$ cat config.mk
export PLATFORM = sky130hd
export DESIGN_NAME = vga_timing_gen
export DESIGN_NICKNAME = d
export VERILOG_FILES = /design/src/rtl/vga_timing_pkg.sv /design/src/rtl/vga_wrap_counter.sv /design/src/rtl/vga_timing_gen.sv
export SDC_FILE = /design/constraint.sdc
export NUM_CORES = 1
export LEC_CHECK = 0
export CAP_MARGIN = 20
export CORE_UTILIZATION = 52
export CTS_CLUSTER_DIAMETER = 80
export CTS_CLUSTER_SIZE = 24
export DETAILED_ROUTE_END_ITERATION = 6
export PLACE_DENSITY = 0.83
export SLEW_MARGIN = 20
export SYNTH_ARGS = -nofsm -noshare
export SYNTH_HDL_FRONTEND = slang
export SYNTH_SLANG_ARGS = --single-unit
$ cat constraint.sdc
create_clock -name clk_25MHz -period 5.03 [get_ports clk_25MHz]
set_input_delay 0.7545 -clock clk_25MHz [delete_from_list [all_inputs] [get_ports clk_25MHz]]
set_output_delay 0.7545 -clock clk_25MHz [all_outputs]
set_load 0.005 [all_outputs]
$ cat src/rtl/vga_timing_pkg.sv
// Shared 640x480@60 Hz timing constants and the coordinate type used by the
// vga_timing_gen block and its counters.
package vga_timing_pkg;

   typedef logic [9:0] coord_t;

   localparam coord_t H_ACTIVE = 10'd640;
   localparam coord_t H_FP     = 10'd16;
   localparam coord_t H_SYNC   = 10'd96;
   localparam coord_t H_BP     = 10'd48;
   localparam coord_t V_ACTIVE = 10'd480;
   localparam coord_t V_FP     = 10'd10;
   localparam coord_t V_SYNC   = 10'd2;
   localparam coord_t V_BP     = 10'd33;

   localparam coord_t H_TOTAL = H_ACTIVE + H_FP + H_SYNC + H_BP;
   localparam coord_t V_TOTAL = V_ACTIVE + V_FP + V_SYNC + V_BP;
   localparam coord_t H_MAX   = H_TOTAL - 10'd1;
   localparam coord_t V_MAX   = V_TOTAL - 10'd1;

   // Sync windows are half-open: [start, end)
   localparam coord_t H_SYNC_START = H_ACTIVE + H_FP;
   localparam coord_t H_SYNC_END   = H_SYNC_START + H_SYNC;
   localparam coord_t V_SYNC_START = V_ACTIVE + V_FP;
   localparam coord_t V_SYNC_END   = V_SYNC_START + V_SYNC;

   function automatic logic in_window(input coord_t c, input coord_t lo, input coord_t hi);
      return (c >= lo) && (c < hi);
   endfunction

endpackage

$ cat src/rtl/vga_wrap_counter.sv
// Modulo-(MAX+1) counter that resets to MAX, so the first enabled edge after
// reset lands on 0. wrap flags that the coming edge rolls MAX over to 0.
module vga_wrap_counter
   import vga_timing_pkg::*;
#(
   parameter coord_t MAX = 10'd799
) (
   input  logic       clk,
   input  logic       rst,
   input  logic       inc,
   output logic [9:0] cnt,
   output logic       wrap
);

   coord_t cnt_r;

   assign cnt  = cnt_r;
   assign wrap = inc && (cnt_r == MAX);

   // Count state: park at MAX in reset, roll over on wrap.
   always_ff @(posedge clk) begin
      if (rst) begin
         cnt_r <= MAX;
      end else if (wrap) begin
         cnt_r <= 10'd0;
      end else if (inc) begin
         cnt_r <= cnt_r + 10'd1;
      end else begin
         cnt_r <= cnt_r;
      end
   end

endmodule

$ cat src/rtl/vga_timing_gen.sv
// 640x480@60 Hz VGA timing generator with look-ahead coordinates.
// Optional build macro VGA_FRAME_CNT_EN adds a 16-bit frame counter output.
module vga_timing_gen
   import vga_timing_pkg::*;
#(
   parameter int LOOKAHEAD = 32'sd2
) (
   input  logic        clk_25MHz,
   input  logic        rst,
   output logic [9:0]  h_cnt,
   output logic [9:0]  v_cnt,
   output logic [9:0]  ah_cnt,
   output logic [9:0]  av_cnt,
   output logic        valid,
   output logic        hsync,
   output logic        vsync,
   output logic        line_start,
   output logic        frame_start
`ifdef VGA_FRAME_CNT_EN
   ,
   output logic [15:0] frame_cnt
`endif
);

   localparam logic [10:0] LA_W      = 11'(LOOKAHEAD);
   localparam logic [10:0] H_TOTAL_W = {1'b0, H_TOTAL};
   localparam coord_t      AH_RST    = (LOOKAHEAD == 32'sd0) ? H_MAX : coord_t'(LOOKAHEAD - 32'sd1);
   localparam coord_t      AV_RST    = (LOOKAHEAD == 32'sd0) ? V_MAX : 10'd0;

   coord_t      h_cnt_s, v_cnt_s;
   logic        h_wrap_s, v_wrap_s;
   coord_t      h_nxt_s, v_nxt_s;
   coord_t      ah_nxt_s, av_nxt_s;
   logic [10:0] ah_sum_s;
   logic        fs_nxt_s;

   vga_wrap_counter #(.MAX(H_MAX)) u_h_cnt (
      .clk  (clk_25MHz),
      .rst  (rst),
      .inc  (1'b1),
      .cnt  (h_cnt_s),
      .wrap (h_wrap_s)
   );

   vga_wrap_counter #(.MAX(V_MAX)) u_v_cnt (
      .clk  (clk_25MHz),
      .rst  (rst),
      .inc  (h_wrap_s),
      .cnt  (v_cnt_s),
      .wrap (v_wrap_s)
   );

   assign h_cnt = h_cnt_s;
   assign v_cnt = v_cnt_s;

   // Mirror the counters' next state so every decoded output lines up with them.
   always_comb begin
      h_nxt_s  = h_wrap_s ? 10'd0 : (h_cnt_s + 10'd1);
      v_nxt_s  = v_wrap_s ? 10'd0 : (h_wrap_s ? (v_cnt_s + 10'd1) : v_cnt_s);
      fs_nxt_s = (h_nxt_s == 10'd0) && (v_nxt_s == 10'd0);
      ah_sum_s = {1'b0, h_nxt_s} + LA_W;
      if (ah_sum_s >= H_TOTAL_W) begin
         ah_nxt_s = coord_t'(ah_sum_s - H_TOTAL_W);
         av_nxt_s = (v_nxt_s == V_MAX) ? 10'd0 : (v_nxt_s + 10'd1);
      end else begin
         ah_nxt_s = ah_sum_s[9:0];
         av_nxt_s = v_nxt_s;
      end
   end

   // Decoded outputs registered from next-state coordinates.
   always_ff @(posedge clk_25MHz) begin
      if (rst) begin
         ah_cnt      <= AH_RST;
         av_cnt      <= AV_RST;
         valid       <= 1'b0;
         hsync       <= 1'b1;
         vsync       <= 1'b1;
         line_start  <= 1'b0;
         frame_start <= 1'b0;
      end else begin
         ah_cnt      <= ah_nxt_s;
         av_cnt      <= av_nxt_s;
         valid       <= (h_nxt_s < H_ACTIVE) && (v_nxt_s < V_ACTIVE);
         hsync       <= !in_window(h_nxt_s, H_SYNC_START, H_SYNC_END);
         vsync       <= !in_window(v_nxt_s, V_SYNC_START, V_SYNC_END);
         line_start  <= (h_nxt_s == 10'd0);
         frame_start <= fs_nxt_s;
      end
   end

`ifdef VGA_FRAME_CNT_EN
   logic [15:0] frame_cnt_r;

   assign frame_cnt = frame_cnt_r;

   // Frame counter steps on the edge that raises frame_start.
   always_ff @(posedge clk_25MHz) begin
      if (rst) begin
         frame_cnt_r <= 16'd0;
      end else if (fs_nxt_s) begin
         frame_cnt_r <= frame_cnt_r + 16'd1;
      end else begin
         frame_cnt_r <= frame_cnt_r;
      end
   end
`endif

endmodule

==> results of run 1 <==
-- sequential cells by signal, indices dropped and copies added (netlist names) --
signal,cells
ah_cnt,9
av_cnt,10
frame_start,1
hsync,1
line_start,1
u_h_cnt.cnt,10
u_v_cnt.cnt,10
valid,1
vsync,1
-- cell usage after synthesis, drive strengths merged, types with 9 or more instances --
| master | number |
|---|---|
| a21oi | 18 |
| clkbuf | 15 |
| dfxtp | 44 |
| ha | 9 |
| inv | 17 |
| nand2 | 23 |
| nand3 | 15 |
| nor2 | 31 |
| nor3 | 11 |
| o21ai | 10 |
| xnor2 | 16 |
| xor2 | 9 |
-- layout make-up --
class                   instances  area [µm²]  area share
clock inverters                 2       35.03     0.01137
multi-input cells             229        1489      0.4832
clock buffers                   6       72.57     0.02355
flip-flops and latches         44       880.8      0.2858
well taps                      52       65.06     0.02111
inverters                      17       63.81     0.02071
repair buffers                 48       475.5      0.1543
-- through the flow --
stage | total power [mW] | setup WS [ps]
2_1_floorplan | 1.336 | 988.8
3_3_place_gp | 1.652 | 974.3
3_5_place_dp | 1.665 | 753.8
4_1_cts | 1.939 | 736.9
5_1_grt | 2.109 | 393.3
6_report | 1.958 | 699.8
-- critical path: cells and delay by family, from the launching register on --
kind	cells	cell delay (ps)
adders and majority gates	3	1000
xor gates and xnor gates	1	200
and+or+nand+nor	7	1670
DFF	1	470
AOI/OAI and AO/OA	4	910
-- power by group through the flow --
stage	sequential, mW	clock [mW]	combinational [mW]
5_1_grt	0.576	0.286	1.25
3_3_place_gp	0.564	0	1.09
2_1_floorplan	0.512	0	0.824
6_report	0.560	0.270	1.13
3_5_place_dp	0.565	0	1.10
4_1_cts	0.557	0.271	1.11
-- final timing paths --
check / startpoint / end / cells after the start
setup / recovery: u_h_cnt.cnt[0] / av_cnt[6] / 15
hold reg to reg: u_h_cnt.cnt[0] / u_h_cnt.cnt[0] / 1
hold / removal: u_h_cnt.cnt[0] / u_h_cnt.cnt[0] / 1
setup reg to reg: u_h_cnt.cnt[0] / av_cnt[6] / 15
-- per-layer routing --
layer / up-vias / track usage / wire [µm]
met3: 12 / 0.05204 / 451
met4: 0 / 0.08932 / 113
met5: - / 0 / 0
li1: 1149 / - / -
met1: 1114 / 0.3586 / 2830
met2: 117 / 0.3630 / 2570
-- cell families (layout without fill, tap and decap cells) --
group,count (synthesis),after routing,synth area share
muxes,3,3,0.01341
xor gates and xnor gates,25,25,0.08693
AOI/OAI and AO/OA,58,58,0.1605
buffers and inverters,37,73,0.06159
and+or+nand+nor,134,134,0.2832
adders and majority gates,9,9,0.04471
DFF,44,44,0.3497
==> impl_metrics.py, run 1 <==
metrics = {
    "layout": {
        "post-route-util": 0.6842,
        "num-fill-cells": 386,
        "num_antenna_cells": 0,
        "nNetsFinal": 356,
        "drive_above_1_share": 0.07803,
        "instances_no_fill": 398,
        "mostFrequentLayoutCells": "clkdlybuf4s50_1 (46), dfxtp_1 (44), nor2_1 (31)",
        "syn_to_final_growth_pct": 22.35,
        "fin_area_um2": 3082,
        "final_common_cell": "clkdlybuf4s50_1",
    },
    "placed_design": {
        "portBuffers": 46,
        "post-place-cells": 390,
        "gp_congestion": 0.9293,
        "dpl_cell_area_um2": 2968,
        "dp_hpwl_um": 4250,
    },
    "sta": {
        "holdWs_ps": 602.8,
        "period_minus_slack_ps": 4330,
        "max_freq_mhz": 230.9,
        "report.final.slew_viol_count": 0,
        "fin_crit_sh": 0.8609,
        "setup-tns-final_ps": 0,
        "worst_pin_slew_ps": 703.9,
        "setup_violations": 0,
        "relSlewSlack": 0.5268,
        "finalClockSkew_ps": 3.044,
        "hold_viol_final": 0,
        "rsz0062_at_grt": "no",
    },
    "outcome": {
        "status": "complete, no violations",
    },
    "floorplan": {
        "rows": 24,
        "io_pins": 47,
        "start_util": 0.5592,
        "die_h_um": 71.60,
        "core-area_um2": 4504,
        "dieArea_um2": 5126,
        "dieWidth_um": 71.60,
    },
    "clock_network": {
        "clockRootBuffer": "clkbuf_8",
        "clock-sinks": 44,
        "cts_resized": 0,
        "cts_setup_buffers": 0,
        "cts_buffer_depth": 2,
        "numCtsBuffers": 5,
        "cts_max_level": 2,
        "path_clk_slew_ps": 80,
        "hold_buffers": 0,
        "clock_latency_ps": 300,
        "cts_tree": "done",
    },
    "flow_run": {
        "maxCapViolations": 0,
    },
    "logic_synthesis": {
        "synth_area_leaders": "dfxtp_1 (35%), xnor2_1 (5.6%), nor2_1 (4.6%)",
        "synth_ff_type": "dfxtp_1",
        "synthArstFlopShare": 0,
        "syn_inst": 310,
        "synth_area_leader_cell": "dfxtp_1",
        "synth_warnings": 0,
        "syn-cell-area_um2": 2519,
        "synth_edf_count": 0,
        "synth_nets": 321,
        "avgSynthCellArea_um2": 8.125,
        "yosys.cell_types.count": 53,
        "ys_seq_area_frac": 0.3497,
        "synth-seq-cells": 44,
        "synth_top_area_share": 0.3497,
    },
    "critical_path": {
        "path_class": "flip-flop to flip-flop",
        "slowest_delay_ps": 470,
        "cp.arrival_ps": 4550,
        "startpoint_type": "flip-flop",
        "crit_required_ps": 5250,
        "path_cells": "ha_1 > and4_1 > and3_1 > nor2_1 > ha_1 > nand4b_1 > o21ai_0 > a31o_2 > xnor2_1 > nand2_1 > ha_1 > a311o_1 > and2_1 > or3_4 > a221oi_2",
        "end_kind": "flip-flop",
        "rrSetupSlack_ps": 700,
        "crit_top_cell": "ha_1",
        "critPathSlowestCell": "dfxtp_1",
        "critPathMaxFanout": 11,
    },
    "global_routing": {
        "grt_first_pass_wirelength_um": 9936,
        "grt_max_degree": 41,
        "grt_pass1_vias": 2080,
        "antenna_found_initial": 0,
        "overflow": 0,
        "grt.total_usage": 0.2472,
    },
    "power": {
        "p_switching_uw": 872.9,
        "p_sw_frac": 0.4458,
        "seqPwrFrac": 0.286,
        "peakVddDrop_uv": 399.5,
        "pwr-share-clk": 0.138,
        "power.density_nw_per_um2": 635.4,
        "p_int_mw": 1.085,
        "p_leak_nw": 1.169,
        "combinationalPowerShare": 0.576,
    },
    "drt": {
        "drt_first_pass_iters": 5,
        "drt_wl_total_um": 5966,
        "ant_nets": 0,
        "num_vias": 2392,
        "viasPerCell": 6.010,
        "drc": 0,
        "wire_per_inst_um": 14.99,
        "drt_iter0_drc": 234,
    },
    "worst_hold_path": {
        "hp-class": "flip-flop to flip-flop",
    },
}
No activity file was read; power rests on OpenSTA's default activity.
==> run 2: changes to the inputs <==
Settings changed: CORE_MARGIN set to 2, CTS_CLUSTER_DIAMETER 80 to 40.
==> impl_metrics.py, run 2 (synthesis gave the netlist of run 1 again) <==
metrics = {
    "global_routing": {
        "grt_max_degree": 41,
        "grt_pass1_vias": 2015,
        "grt.total_usage": 0.2321,
        "grt_first_pass_wirelength_um": 9722,
        "overflow": 0,
        "antenna_found_initial": 0,
    },
    "floorplan": {
        "die_h_um": 73.60,
        "core-area_um2": 4692,
        "dieWidth_um": 73.60,
        "start_util": 0.5368,
        "io_pins": 47,
        "rows": 25,
        "dieArea_um2": 5416,
    },
    "sta": {
        "period_minus_slack_ps": 4462,
        "worst_pin_slew_ps": 741.6,
        "setup-tns-final_ps": 0,
        "rsz0062_at_grt": "no",
        "setup_violations": 0,
        "finalClockSkew_ps": 8.874,
        "report.final.slew_viol_count": 0,
        "max_freq_mhz": 224.1,
        "hold_viol_final": 0,
        "fin_crit_sh": 0.8871,
        "relSlewSlack": 0.5021,
    },
    "clock_network": {
        "clockRootBuffer": "clkbuf_8",
        "cts_max_level": 2,
        "cts_resized": 0,
        "cts_tree": "done",
        "cts_setup_buffers": 0,
        "numCtsBuffers": 5,
        "clock_latency_ps": 300,
        "clock-sinks": 44,
        "cts_buffer_depth": 2,
        "path_clk_slew_ps": 90,
        "hold_buffers": 0,
    },
    "placed_design": {
        "portBuffers": 46,
        "dp_hpwl_um": 4306,
        "dpl_cell_area_um2": 2978,
        "gp_congestion": 0.9324,
    },
    "critical_path": {
        "crit_family": "simple AND/OR/NAND/NOR gates",
        "critPathMaxFanout": 11,
        "critPathSlowestCell": "dfxtp_1",
        "startpoint_type": "flip-flop",
        "cp_num_buf_inv": 1,
        "path_class": "flip-flop to flip-flop",
        "ff2ff_path_depth": 16,
        "end_kind": "flip-flop",
        "path_cells": "ha_1 > and4_1 > and3_1 > buf_4 > nor2_1 > ha_1 > nand4b_1 > o21ai_0 > a31o_2 > xnor2_1 > nand2_1 > ha_1 > a311o_1 > and2_1 > or3_4 > a221oi_2",
        "crit_top_cell": "ha_1",
        "crit_required_ps": 5250,
        "crit_cells": 16,
        "cp.arrival_ps": 4680,
        "slowest_delay_ps": 480,
    },
    "layout": {
        "post-route-util": 0.6533,
        "mostFrequentLayoutCells": "clkdlybuf4s50_1 (46), dfxtp_1 (44), nor2_1 (31)",
        "num_antenna_cells": 0,
        "final_common_cell": "clkdlybuf4s50_1",
        "syn_to_final_growth_pct": 21.71,
        "drive_above_1_share": 0.08069,
        "fin_area_um2": 3065,
        "nNetsFinal": 357,
    },
    "outcome": {
        "status": "complete, no violations",
    },
    "drt": {
        "ant_nets": 0,
        "drt_iter0_drc": 417,
        "drt_first_pass_iters": 5,
        "viasPerCell": 5.823,
        "num_vias": 2335,
        "drc": 0,
        "drt_wl_total_um": 6001,
        "wire_per_inst_um": 14.97,
    },
    "power": {
        "fin_total_pwr_mw": 1.914,
        "peakVddDrop_uv": 437.4,
        "p_leak_nw": 1.165,
        "power.density_nw_per_um2": 624.5,
    },
    "worst_hold_path": {
        "hold_path_depth": 1,
        "hp-class": "flip-flop to flip-flop",
    },
    "flow_run": {
        "maxCapViolations": 0,
    },
}
## run 2: per-stage QoR
step	worst slack, ps	instances	hold WS, ps
3_3_place_gp	834.2	393	546.8
3_5_place_dp	651.3	393	579.4
5_1_grt	266.7	401	639.1
4_1_cts	606.4	401	618.7
2_1_floorplan	988.8	310	526.1
6_report	567.9	401	605.4
## run 2: final cells by class
class | instances | area, µm²
Clock buffer | 5 | 68.82
Clock inverter | 3 | 18.77
Fill cell | 388 | 1627
Inverter | 17 | 63.81
Multi-Input combinational cell | 229 | 1483
Sequential cell | 44 | 880.8
Tap cell | 54 | 67.56
Timing Repair Buffer | 49 | 483.0
## run 2: metal layers
metal / wire length [µm] / vias to the layer above / track usage
li1: - / 1154 / -
met1: 2780 / 1068 / 0.3444
met2: 2717 / 100 / 0.3254
met3: 373 / 13 / 0.04527
met4: 131 / 0 / 0.09697
met5: 0 / - / 0
## run 2: power by group
part / internal (mW) / total (mW) / switching (mW) / leakage (nW)
registers: 0.440 / 0.561 / 0.120 / 0.360
logic: 0.508 / 1.13 / 0.625 / 0.757
clock network: 0.0969 / 0.221 / 0.124 / 0.0479
total: 1.04 / 1.91 / 0.870 / 1.16
## run 2: worst paths after layout
| check | slack (ps) | start | endpoint |
|---|---|---|---|
| max reg2reg | 570 | u_h_cnt.cnt[0] | av_cnt[6] |
| min | 610 | u_h_cnt.cnt[0] | u_h_cnt.cnt[0] |
| max | 570 | u_h_cnt.cnt[0] | av_cnt[6] |
| min reg2reg | 610 | u_h_cnt.cnt[0] | u_h_cnt.cnt[0] |
